<file path="src/rtl/text_console.sv">
// Byte-stream front end for the text-mode display: consumes ASCII over valid/ready, tracks a
// cursor, and drives the video character memory write port, blanking rows as the cursor wraps.
module text_console #(
  parameter int unsigned COLS   = 50,
  parameter int unsigned ROWS   = 30,
  parameter int unsigned ADDR_W = 11,
  parameter logic [7:0]  BLANK  = 8'h20
) (
  input  logic              CLK_CPU,
  input  logic              reset,
  input  logic              char_valid,
  input  logic [7:0]        char_data,
  output logic              char_ready,
  output logic              video_write_enable,
  output logic [ADDR_W-1:0] video_write_addr,
  output logic [7:0]        video_write_data,
  output logic [5:0]        cursor_col,
  output logic [4:0]        cursor_row
);

  typedef enum logic [1:0] {StIdle, StClearRow, StClearAll} state_e;

  localparam logic [5:0]        LastCol    = 6'(COLS - 1);
  localparam logic [4:0]        LastRow    = 5'(ROWS - 1);
  localparam logic [ADDR_W-1:0] ColsA      = ADDR_W'(COLS);
  localparam logic [ADDR_W-1:0] LastRowClr = ADDR_W'(COLS - 1);
  localparam logic [ADDR_W-1:0] LastAllClr = ADDR_W'(ROWS * COLS - 1);

  localparam logic [7:0] ChLf = 8'h0A;
  localparam logic [7:0] ChCr = 8'h0D;
  localparam logic [7:0] ChBs = 8'h08;
  localparam logic [7:0] ChFf = 8'h0C;

  state_e            state;
  logic [5:0]        col;
  logic [4:0]        row;
  logic [ADDR_W-1:0] row_base;
  logic [ADDR_W-1:0] clr_cnt;
  logic              we;
  logic [ADDR_W-1:0] addr;
  logic [7:0]        data;

  logic              accept;
  logic              printable;
  logic              row_wrap;
  logic [4:0]        next_row;
  logic [ADDR_W-1:0] next_base;
  logic [ADDR_W-1:0] cur_addr;
  logic [ADDR_W-1:0] clr_addr;

  assign char_ready = (state == StIdle);
  assign accept     = char_valid && char_ready;
  assign printable  = (char_data >= 8'h20) && (char_data <= 8'h7E);

  // Row advance wraps to the top; row_base tracks row*COLS without a multiplier.
  assign row_wrap  = (row == LastRow);
  assign next_row  = row_wrap ? 5'd0 : row + 5'd1;
  assign next_base = row_wrap ? '0 : row_base + ColsA;

  assign cur_addr = row_base + ADDR_W'(col);
  assign clr_addr = row_base + clr_cnt;

  always_ff @(posedge CLK_CPU) begin
    if (reset) begin
      state    <= StIdle;
      col      <= '0;
      row      <= '0;
      row_base <= '0;
      clr_cnt  <= '0;
      we       <= 1'b0;
      addr     <= '0;
      data     <= '0;
    end else begin
      we <= 1'b0;
      case (state)
        StIdle: begin
          if (accept) begin
            if (printable) begin
              we   <= 1'b1;
              addr <= cur_addr;
              data <= char_data;
              if (col == LastCol) begin
                col      <= '0;
                row      <= next_row;
                row_base <= next_base;
                clr_cnt  <= '0;
                state    <= StClearRow;
              end else begin
                col <= col + 6'd1;
              end
            end else begin
              case (char_data)
                ChLf: begin
                  col      <= '0;
                  row      <= next_row;
                  row_base <= next_base;
                  clr_cnt  <= '0;
                  state    <= StClearRow;
                end
                ChCr: col <= '0;
                ChBs: begin
                  if (col != 6'd0) begin
                    col  <= col - 6'd1;
                    we   <= 1'b1;
                    addr <= cur_addr - ADDR_W'(1);
                    data <= BLANK;
                  end
                end
                ChFf: begin
                  col      <= '0;
                  row      <= '0;
                  row_base <= '0;
                  clr_cnt  <= '0;
                  state    <= StClearAll;
                end
                default: ;
              endcase
            end
          end
        end
        StClearRow: begin
          we      <= 1'b1;
          addr    <= clr_addr;
          data    <= BLANK;
          clr_cnt <= clr_cnt + ADDR_W'(1);
          // Leave on the edge that loads the final blank so the next byte follows directly.
          if (clr_cnt == LastRowClr) state <= StIdle;
        end
        StClearAll: begin
          we      <= 1'b1;
          addr    <= clr_addr;
          data    <= BLANK;
          clr_cnt <= clr_cnt + ADDR_W'(1);
          if (clr_cnt == LastAllClr) state <= StIdle;
        end
        default: state <= StIdle;
      endcase
    end
  end

  assign video_write_enable = we;
  assign video_write_addr   = addr;
  assign video_write_data   = data;
  assign cursor_col         = col;
  assign cursor_row         = row;

endmodule

</file>
<file path="config.mk">
export PLATFORM = sky130hd
export DESIGN_NAME = text_console
export DESIGN_NICKNAME = d
export VERILOG_FILES = /design/src/rtl/text_console.sv
export SDC_FILE = /design/constraint.sdc
export NUM_CORES = 1
export LEC_CHECK = 0
export CORE_ASPECT_RATIO = 1.4
export CORE_MARGIN = 4
export CORE_UTILIZATION = 60
export CTS_CLUSTER_SIZE = 40
export DETAILED_ROUTE_END_ITERATION = 8
export PLACE_DENSITY = 0.92
export SYNTH_ARGS = -nofsm -noshare
export SYNTH_HDL_FRONTEND = slang
export SYNTH_SLANG_ARGS = --single-unit
</file>
<file path="constraint.sdc">
create_clock -name CLK_CPU -period 4.83 [get_ports CLK_CPU]
set_clock_uncertainty 0.15 [all_clocks]
set_input_delay 0.7245 -clock CLK_CPU [delete_from_list [all_inputs] [get_ports CLK_CPU]]
set_output_delay 0.7245 -clock CLK_CPU [all_outputs]
set_load 0.02 [all_outputs]
</file>
==> flow_metrics.py <==
metrics = {
    "detailed_routing": {
        "drt_iter0_markers": 172,
        "vias": 3928,
        "viasPerCell": 6.50,
        "drc_errors": 0,
        "ant_nets": 0,
        "dr.pass1.iters": 5,
        "drt-total-wl_mm": 10.2,
        "wl_per_cell_um": 16.8,
    },
    "cts": {
        "cts.clk_slew.worst_paths_ns": 0.11,
        "holdBufCountCts": 0,
        "cts.sinks": 55,
        "clk_latency_ns": 0.32,
        "cts_tree": "yes",
        "post_cts_resized": 0,
        "ctsRootBufferMaster": "clkbuf_8",
        "cts_setup_buffers": 0,
        "cts-buffers-inserted": 5,
        "cts_max_path_buffers": 2,
        "ctsHtreeMaxLevel": 2,
    },
    "worst_setup_path": {
        "worstPathCellList": "clkdlybuf4s50_1 -> nand3_1 -> o21ai_1 -> o21ai_0 -> a31oi_1 -> or2_2 -> o21ai_2 -> a211oi_1",
        "cp.required_ns": 4.93,
        "criticalPathCategory": "in -> reg",
        "cp_max_fo": 11,
        "r2r_end": "video_write_addr[7]",
        "reg2reg_depth": 9,
        "cp-start-kind": "input pin",
        "crit_buf_inv": 1,
        "crit_path_end_kind": "flip-flop",
        "timing.critical_path.slowest_cell_delay_ns": 0.84,
        "rr_startpoint": "cursor_col[0]",
        "rrSetupSlack_ns": 1.56,
        "cp_data_arrival_time_ns": 3.45,
        "crit_slowest_cell": "a31oi_1",
        "critical_path.top_delay_family": "compound AO/OA/AOI/OAI gates",
    },
    "floorplanning": {
        "ioPinCount": 43,
        "die_h_um": 105,
        "die_area_mm2": 0.00804,
        "core_area_mm2": 0.00634,
        "initial_core_util_pct": 63.0,
        "rows": 34,
        "fp.dieW_um": 76.9,
    },
    "grt": {
        "antenna_found_initial": 0,
        "grt_overflow": 0,
        "grt_max_degree": 31,
        "grtUsageTotal_pct": 25.0,
        "grt_first_pass_wirelength_mm": 16.7,
        "grt_pass1_vias": 3635,
    },
    "pwr": {
        "peakVddDrop_mv": 0.169,
        "power_leakage_nw": 1.71,
        "powerDensity_mw_per_mm2": 233,
    },
    "sta": {
        "hold_viol_final": 0,
        "clock.fmax_ghz": 0.298,
        "max-slew-margin-rel_pct": 28.8,
        "final.setup.tns_ns": 0,
        "maxSlewViolCount": 0,
        "rsz0062_at_grt": "no",
        "fin_hold_ws_ns": 0.310,
        "min_period_ns": 3.36,
        "worst_pin_slew_ns": 1.06,
        "setup_viol": 0,
        "fin_crit_sh_pct": 69.5,
    },
    "yosys": {
        "synth_cell_types": 72,
        "synth_top_area_share_pct": 27.6,
        "yosysWarnings": 0,
        "synth_area_per_cell_um2": 7.92,
        "synth_area_leaders": "dfxtp_1 (28%), ha_1 (9.1%), xnor2_1 (6.4%)",
        "synthArstFlopShare_pct": 0,
        "synth_cells": 504,
        "synth_edf_count": 0,
        "synth_area_leader_cell": "dfxtp_1",
        "synth_seq_cells": 55,
        "synthesis.nets": 546,
        "yosysSeqAreaShare_pct": 27.6,
        "synth_ff_type": "dfxtp_1",
        "synth_area_mm2": 0.00399,
    },
    "cells_and_area": {
        "multi_input_area_mm2": 0.00271,
        "seqCellArea_mm2": 0.00110,
        "mostFrequentLayoutCells": "nor2_1 (61), dfxtp_1 (55), clkdlybuf4s50_1 (42)",
        "fill_cells": 502,
        "final_common_cell": "nor2_1",
        "final_layout_size_suffix_gt1_share_pct": 4.14,
        "syn_to_final_growth_pct": 12.7,
        "diodes": 0,
        "layout.nets": 573,
    },
    "min_path": {
        "min_to": "video_write_data[0]",
        "min_path_type": "reg -> reg",
        "hold_start": "video_write_data[0]",
        "holdPathStages": 2,
    },
    "run": {
        "drv_cap": 0,
    },
    "outcome": {
        "status": "finished, final reports clean",
    },
    "placement": {
        "numPortBuffers": 42,
        "place_congestion": 0.932,
        "dp_hpwl_mm": 7.68,
    },
}
## synthesized netlist by cell type (4+ instances only)
cell	instances
nor3b_1	6
xor2_1	12
buf_2	8
dfxtp_1	55
inv_1	21
or3_1	4
nor2_1	61
ha_1	29
o21ai_0	17
xnor2_1	29
nand2_1	41
nand4_1	13
and2_1	4
nand3_1	22
nand2b_1	9
a21oi_1	32
a211oi_1	14
a31oi_1	8
clkbuf_1	12
and3_1	4
o211ai_1	5
nor2b_1	5
a21o_1	4
a211o_1	4
nor3_1	16
## report_power, final
part,total [W],internal [W],switching [W]
clock,0.000267,0.000105,0.000162
combinational,0.000284,0.000116,0.000168
sequential,0.000498,0.000475,0.0000234
## logic make-up (layout without fill, tap and decap cells)
logic type / Yosys count / in the layout / synth area share, %
AOI/OAI and AO/OA: 123 / 123 / 21.5
xor gates and xnor gates: 41 / 41 / 8.99
adders and majority gates: 31 / 31 / 10.1
buffers and inverters: 44 / 72 / 4.61
DFF: 55 / 55 / 27.6
muxes: 4 / 4 / 1.03
and+or+nand+nor: 206 / 206 / 26.2
## metrics by stage
stage | utilization, % | total power [W] | setup WS [ns] | cells | area [um^2]
after floorplan | - | 0.000699 | 1.87 | 504 | 3990
after global placement | 69.5 | 0.000780 | 1.38 | 596 | 4410
after detailed placement | 69.5 | 0.000788 | 1.19 | 596 | 4410
after CTS | 71.0 | 0.00105 | 1.54 | 604 | 4500
after global routing | 71.0 | 0.00110 | 1.31 | 604 | 4500
final | 71.0 | 0.00105 | 1.47 | 604 | 4500
## how the worst max path moves through the flow
stage	from	to	slack, ns	depth (start not counted)
2_1_floorplan	cursor_col[0]	video_write_addr[7]	1.87	9
3_3_place_gp	char_data[2]	clr_cnt[1]	1.38	8
3_5_place_dp	char_data[2]	clr_cnt[1]	1.19	8
4_1_cts	char_data[2]	clr_cnt[1]	1.54	8
5_1_grt	char_data[2]	clr_cnt[1]	1.31	8
6_report	char_data[2]	clr_cnt[1]	1.47	8
## layer usage
layer	vias up	GRT usage, %	wire length (um)
li1	1878	-	-
met1	1874	29.2	4220
met2	146	44.2	5130
met3	30	3.90	446
met4	0	12.0	373
met5	-	0	0
## worst min-delay path, stage by stage (launching register included)
cell     delay [ns]
dfxtp_1        0.32
nand2_1        0.05
a21oi_1        0.05
## state kept, by name, summed over array words and instances, names as in the netlist
signal and count:
clr_cnt 11, video_write_addr 11, row_base 11, state 2, cursor_col 6, video_write_enable 1
cursor_row 5, video_write_data 8
## cell type report
cell class              instances  area share, %
well taps                      72           2.00
clock buffers                   5           1.53
multi-input cells             405           60.2
repair buffers                 43           9.51
flip-flops and latches         55           24.5
clock inverters                 3          0.529
inverters                      21           1.75
No activity file was read; power rests on OpenSTA's default activity.
